$ cat config.mk
export PLATFORM = sky130hd
export DESIGN_NAME = ib_serial_packer
export DESIGN_NICKNAME = d
export VERILOG_FILES = /design/src/rtl/ib_serial_packer.sv
export SDC_FILE = /design/constraint.sdc
export NUM_CORES = 1
export LEC_CHECK = 0
export BUFFER_PORTS_ARGS = -buffer_cell sky130_fd_sc_hd__buf_2
export CAP_MARGIN = 20
export CORE_UTILIZATION = 55
export CTS_CLUSTER_DIAMETER = 50
export DETAILED_ROUTE_END_ITERATION = 8
export PLACE_DENSITY = 0.77
export SYNTH_ARGS = -nofsm -noshare
export SYNTH_HDL_FRONTEND = slang
export SYNTH_SLANG_ARGS = --single-unit
$ cat constraint.sdc
create_clock -name clk -period 4.1 [get_ports clk]
set_clock_uncertainty 0.2 [all_clocks]
set_input_delay 0.82 -clock clk [delete_from_list [all_inputs] [get_ports clk]]
set_output_delay 0.82 -clock clk [all_outputs]
set_load 0.01 [all_outputs]
$ cat src/rtl/ib_serial_packer.sv
`default_nettype none
// +--------------------------------------------------------------------------+
// | Module : ib_serial_packer                                                |
// | Packs NUM_CH bit-serial lanes into WORD_W-bit words for the IB SRAM      |
// | write port. Option macro: IB_PACK_LSB_FIRST_EN (LSB-first packing).      |
// | Revision: 1.0 - initial release                                          |
// +--------------------------------------------------------------------------+
module ib_serial_packer #(
  parameter int NUM_CH = 8,
  parameter int WORD_W = 32,
  parameter int DEPTH  = 29,
  parameter int ADDR_W = 5
) (
  input  logic                     clk,
  input  logic                     rst_n,
  input  logic                     start,
  input  logic [ADDR_W-1:0]        base_addr,
  input  logic [ADDR_W:0]          num_words,
  input  logic                     bin_valid,
  input  logic [NUM_CH-1:0]        bin,
  output logic [NUM_CH*WORD_W-1:0] din,
  output logic [ADDR_W-1:0]        addr,
  output logic                     wea,
  output logic                     ena,
  output logic                     busy,
  output logic                     done
);

  localparam int                 c_BC_W     = (WORD_W > 1) ? $clog2(WORD_W) : 1;
  localparam int                 c_SH_W     = WORD_W - 1;
  localparam logic [c_BC_W-1:0]  c_BIT_LAST = c_BC_W'(WORD_W - 1);
  localparam logic [ADDR_W:0]    c_DEPTH    = (ADDR_W + 1)'(DEPTH);

  typedef enum logic [1:0] {
    S_IDLE = 2'd0,
    S_FILL = 2'd1,
    S_DONE = 2'd2
  } state_t;

  state_t                      r_state;
  logic [c_BC_W-1:0]           r_bit_cnt;
  logic [ADDR_W:0]             r_word_cnt;
  logic [ADDR_W-1:0]           r_base;
  logic [ADDR_W:0]             r_num;
  logic [NUM_CH*c_SH_W-1:0]    r_shreg;
  logic [NUM_CH*WORD_W-1:0]    r_din;
  logic [ADDR_W-1:0]           r_addr;
  logic                        r_wea;
  logic                        r_busy;
  logic                        r_done;

  logic                        w_accept;
  logic                        w_last_word;
  logic [ADDR_W:0]             w_num_eff;
  logic [NUM_CH*WORD_W-1:0]    w_full;
  logic [NUM_CH*c_SH_W-1:0]    w_sh_next;

  assign w_accept    = (r_state == S_FILL) && bin_valid && !start;
  assign w_last_word = (r_word_cnt == (r_num - 1'b1));
  assign w_num_eff   = ((num_words == '0) || (num_words > c_DEPTH)) ? c_DEPTH : num_words;

  // w_full is the lane word as it would look with the current bit appended;
  // the shift register keeps only the WORD_W-1 bits still needed.
  for (genvar c = 0; c < NUM_CH; c++) begin : g_lane
`ifdef IB_PACK_LSB_FIRST_EN
    assign w_full[c*WORD_W +: WORD_W]    = {bin[c], r_shreg[c*c_SH_W +: c_SH_W]};
    assign w_sh_next[c*c_SH_W +: c_SH_W] = w_full[c*WORD_W+1 +: c_SH_W];
`else
    assign w_full[c*WORD_W +: WORD_W]    = {r_shreg[c*c_SH_W +: c_SH_W], bin[c]};
    assign w_sh_next[c*c_SH_W +: c_SH_W] = w_full[c*WORD_W +: c_SH_W];
`endif
  end

  always_ff @(posedge clk or negedge rst_n) begin
    if (!rst_n) begin
      r_state    <= S_IDLE;
      r_bit_cnt  <= '0;
      r_word_cnt <= '0;
      r_base     <= '0;
      r_num      <= '0;
      r_shreg    <= '0;
      r_din      <= '0;
      r_addr     <= '0;
      r_wea      <= 1'b0;
      r_busy     <= 1'b0;
      r_done     <= 1'b0;
    end else begin
      r_wea <= 1'b0;
      if (start) begin
        // Restart from any state; a word completing this cycle is dropped.
        r_state    <= S_FILL;
        r_bit_cnt  <= '0;
        r_word_cnt <= '0;
        r_shreg    <= '0;
        r_base     <= base_addr;
        r_num      <= w_num_eff;
        r_busy     <= 1'b1;
        r_done     <= 1'b0;
      end else if (w_accept) begin
        r_shreg <= w_sh_next;
        if (r_bit_cnt == c_BIT_LAST) begin
          r_bit_cnt  <= '0;
          r_din      <= w_full;
          r_wea      <= 1'b1;
          r_addr     <= r_base + r_word_cnt[ADDR_W-1:0];
          r_word_cnt <= r_word_cnt + 1'b1;
          if (w_last_word) begin
            r_state <= S_DONE;
            r_busy  <= 1'b0;
            r_done  <= 1'b1;
          end
        end else begin
          r_bit_cnt <= r_bit_cnt + 1'b1;
        end
      end
    end
  end

  assign din  = r_din;
  assign addr = r_addr;
  assign wea  = r_wea;
  assign ena  = r_wea;
  assign busy = r_busy;
  assign done = r_done;

endmodule
`default_nettype wire

# Yosys cells after proc, flatten, opt, wreduce, memory -nomap -nowiden
# Index checks and enable logic that the tools add are counted.
dict set report word_totals {
  wordCells 55
  ff_bits 536
  out_inout_bits 265
}
dict set report classes {
  n_mux 24
  n_bitwise 1
  addsub 4
  n_lt_le_gt_ge 1
  n_reduce_logical 11
  n_eq_ne 3
}
# operator n
set ops {}
lappend ops {{$mux 248} 2}
lappend ops {{$mux 6} 4}
lappend ops {{$mux 5} 3}
lappend ops {{$mux 1} 11}
lappend ops {{$mux 2} 4}
lappend ops {{$add 6x1->6 const B} 1}
lappend ops {{$eq 6x6->1} 1}
lappend ops {{$gt 6x5->1 const B} 1}
lappend ops {{$logic_not 6->1} 1}
lappend ops {{$reduce_and 3->1} 2}
lappend ops {{$reduce_bool 2->1} 3}
lappend ops {{$sub 6x1->6 const B} 1}
lappend ops {{$add 5x1->5 const B} 1}
lappend ops {{$add 5x5->5} 1}
lappend ops {{$eq 5x5->1 const B} 1}
lappend ops {{$eq 2x1->1 const B} 1}
lappend ops {{$logic_and 1x1->1} 2}
lappend ops {{$reduce_and 2->1} 1}
lappend ops {{$logic_not 1->1} 1}
lappend ops {{$logic_or 1x1->1} 1}
lappend ops {{$not 1->1} 1}

# Logic depth before layout (Yosys ltp)
dict set report depth {
  ltp_word 6
  mapped_depth 9
}

# Worst setup path before layout
# OpenSTA, ideal clock, no wires.
dict set report synth_timing {
  path_type {input to register}
  start {input port start}
  end {register r_din[100] (netlist: din[100])}
  required_time_ns 3.783
  arrival_time_ns 1.913
  cell_stages 9
  setup_slack_ns 1.870
  setup_ns 0.117
  cell_sequence {buf_2 > and4bb_1 > buf_2 > nand2_2 > clkinv_2 > buf_4 > buf_2 > nand2_1 > nand2_1}
}
dict set report synth_between {
  elab_chain_cells 3
  word_cells_on_any_way 4
}
# element line
set synth_lines {}
lappend synth_lines {{start: declaration} 16} ;# input logic start,
lappend synth_lines {{$logic_not 1->1} 58} ;# assign w_accept = (r_state == S_FILL) && bin_valid && !start;
lappend synth_lines {{$logic_and 1x1->1} 58}
lappend synth_lines {{$reduce_and 3->1 (no source line) (*)} n/a}
lappend synth_lines {{end signal: assignment} 103} ;# r_din <= w_full;
lappend synth_lines {{end: declaration} 46} ;# logic [NUM_CH*WORD_W-1:0] r_din;
# Every way passes the cells marked *; elsewhere a longest branch is shown, timed or not.
# A chain may end at the register's enable or synchronous reset.

# Final worst setup path
dict set report layout_timing {
  start {input port start}
  end {register r_shreg[208]}
}
dict set report layout_between {
  elab_chain_cells 3
  word_cells_on_any_way 4
}
# element line
set layout_lines {}
lappend layout_lines {{$logic_not 1->1} 58}
lappend layout_lines {{$logic_and 1x1->1} 58}
lappend layout_lines {{$reduce_bool 2->1 (no source line)} n/a}
lappend layout_lines {{end signal: assignment} 100} ;# r_shreg <= w_sh_next;
lappend layout_lines {{end: declaration} 45} ;# logic [NUM_CH*c_SH_W-1:0] r_shreg;
# Several ways; a longest one is shown, not always the timed one.

==> impl_metrics.ini <==
[outcome]
outcome = complete, no violations

[timing]
rsz0062_at_grt = false
tightest_slew_ns = 1.43
slew_headroom = 0.0455
slew_viol_final = 0
fin_setup_tns_ns = 0
min_period_ns = 2.66
fmax_mhz = 375
finalCritPeriodShare = 0.650
setup_viol = 0
worst_slack_ns = 1.44
finalHoldViolCount = 0

[yosys]
synth.most_common_cell = nand2_1
syn_inst = 1784
synth.largest_area_cell = dfrtp_1
ys_ff_latch = 534
ys_seq_area_frac = 0.675
ys.flop_type = dfrtp_1
synth_commonest_cells = nand2_1 (776), dfrtp_1 (534), a22o_1 (251)
yosys.area.top_type_share = 0.675
synth.distinct_cells = 35
synthTopCellsByArea = dfrtp_1 (67%), nand2_1 (15%), a22o_1 (11%), buf_2 (2.2%), ha_1 (0.51%)
syn-num-nets = 1816
synth-edff-count = 0
synth_area_per_cell_um2 = 11.1
yosys_warnings = 0
async_flop_share = 1.00
syn-cell-area_um2 = 19800

[clocking]
cts_inserted_buffers = 53
ctsResizeCount = 0
clockBufferDepth = 3
clk_latency_ns = 0.58
post_cts_buffers = 0
cts.reportedPaths.clkPinSlew_ns = 0.06
htreeDepth = 2
ctsHoldBuffers = 0
clock-root-buffer = clkbuf_16
tritoncts = built
cts.sinks = 534

[power_and_ir_drop]
leakage_nw = 13.3
vdd_drop_max_uv = 444
power_density_nw_per_um2 = 451

[setup_path]
critPathRequiredTime_ns = 4.41
r2r_start = r_bit_cnt[0]
crit_type = in2reg
ff2ff_setup_slack_ns = 1.46
rr_endpoint = din[237]
endpoint_kind = register
cp.arrival_ns = 2.98
r2r_cells = 8
slowest_stage = buf_12
critPathMaxStageDelay_ns = 0.56
worstPathCellList = buf_2 -> and4bb_4 -> buf_12 -> a22o_1
cp_max_fo = 250
critPathLaunchType = input pin

[global_routing]
grt_pass1_wl_um = 70200
grt_use_total = 0.237
overflow = 0
grt_pass1_vias = 13474
antenna_found_initial = 2
grt_max_degree = 251

[routing]
drtIter0Drc = 968
firstDrtPassIters = 7
drc = 0
routed_via_density = 5.49
vias = 13902
ant_nets = 0
wl_um = 43200
wl_per_cell_um = 17.1

[placed_design]
dp_hpwl_um = 25300
post-place-ws_ns = 0.913
gp_congestion = 0.802
portBuffers = 287

[cells_and_area]
syn2layout_area_growth_pct = 18.1
drive_gt1_frac = 0.193
nNetsFinal = 2061

[floorplanning]
initial_core_util = 0.558
core_area_um2 = 35500
die_h_um = 192
row_count = 69
dieArea_um2 = 36800
ioPinCount = 288
die_w_um = 192

[hold_path]
hp-class = in2async

[run]
cap_violations = 0
-- sequential cells by signal (all words and copies together) (netlist names) --
register,cells
r_shreg,248
r_word_cnt,6
r_bit_cnt,5
r_base,5
r_num,6
ena,1
r_state,2
din,256
addr,5
-- per-layer routing --
metal | wire length (um) | GRT usage
met3 | 2540 | 0.0435
met1 | 19700 | 0.352
met2 | 19900 | 0.354
met5 | 8 | 0
met4 | 1040 | 0.0800
-- cells in the final DEF, fill, tap and decap left out, drive strengths merged --
cell     instances
a21oi            3
o21ai           14
or4              1
and3b            2
nor3             3
fa               1
ha               8
nand2          777
a22o           251
and4bb           1
diode            1
o2111ai          3
buf            309
nor4             1
a41oi            1
a31oi            5
and3             2
nor2b            4
xnor2            6
a21o             2
nor4b            1
xor2            10
dfrtp          534
clkbuf          84
a32o             1
clkinv           6
mux2             4
mux2i            1
nor2            17
nand3            2
bufinv           4
and4b            1
inv             10
or3              1
-- kinds of logic (layout without fill, tap and decap cells) --
group,count (synthesis),in the layout,share of synthesized area
simple gates,813,813,0.158
flops,534,534,0.675
compound gates,280,280,0.120
buf+inv,127,413,0.0319
xor+xnor,16,16,0.00707
fa+ha+maj,9,9,0.00606
mux,5,5,0.00278
other cells,0,1,0
-- final cells by class --
class                           count  area, um^2
Inverter                            8        37.5
Antenna cell                        1        2.50
Clock inverter                     12         174
Clock buffer                       84        1640
Multi-Input combinational cell   1123        5840
Fill cell                        2711       12100
Sequential cell                   534       13400
Timing Repair Buffer              309        1770
Tap cell                          461         577
-- per-stage QoR --
stage / area [um^2] / util / hold slack (ns) / total power, mW / cells
finish: 23400 / 0.659 / 0.0933 / 10.5 / 2532
detailed placement: 21600 / 0.608 / 0.253 / 5.69 / 2435
global route: 23400 / 0.659 / 0.143 / 10.9 / 2531
global placement: 21600 / 0.608 / 0.252 / 5.68 / 2435
floorplan: 19800 / - / 0.240 / 5.52 / 1784
CTS: 23400 / 0.659 / 0.104 / 10.6 / 2531
-- worst max-delay path by stage --
stage	to	startpoint	slack, ns	depth (start not counted)
6_report	r_shreg[208]	start	1.44	4
5_1_grt	din[36]	r_bit_cnt[0]	1.26	8
4_1_cts	din[2]	r_bit_cnt[0]	1.41	8
3_5_place_dp	din[236]	start	0.91	7
3_3_place_gp	addr[4]	start	0.95	7
2_1_floorplan	din[100]	start	1.87	9
-- power by group --
group	total (mW)	leakage [nW]	internal (mW)	switching, mW
Combinational	0.277	4.95	0.0614	0.216
Clock	4.96	0.893	2.98	1.98
Sequential	5.31	7.42	5.29	0.0185
-- worst max-delay path: cells and delay by family --
| family | cells | cell delay (ns) |
|---|---|---|
| compound gates | 1 | 0.31 |
| buf+inv | 2 | 0.85 |
| simple gates | 1 | 0.46 |
No activity file was read; power rests on OpenSTA's default activity.
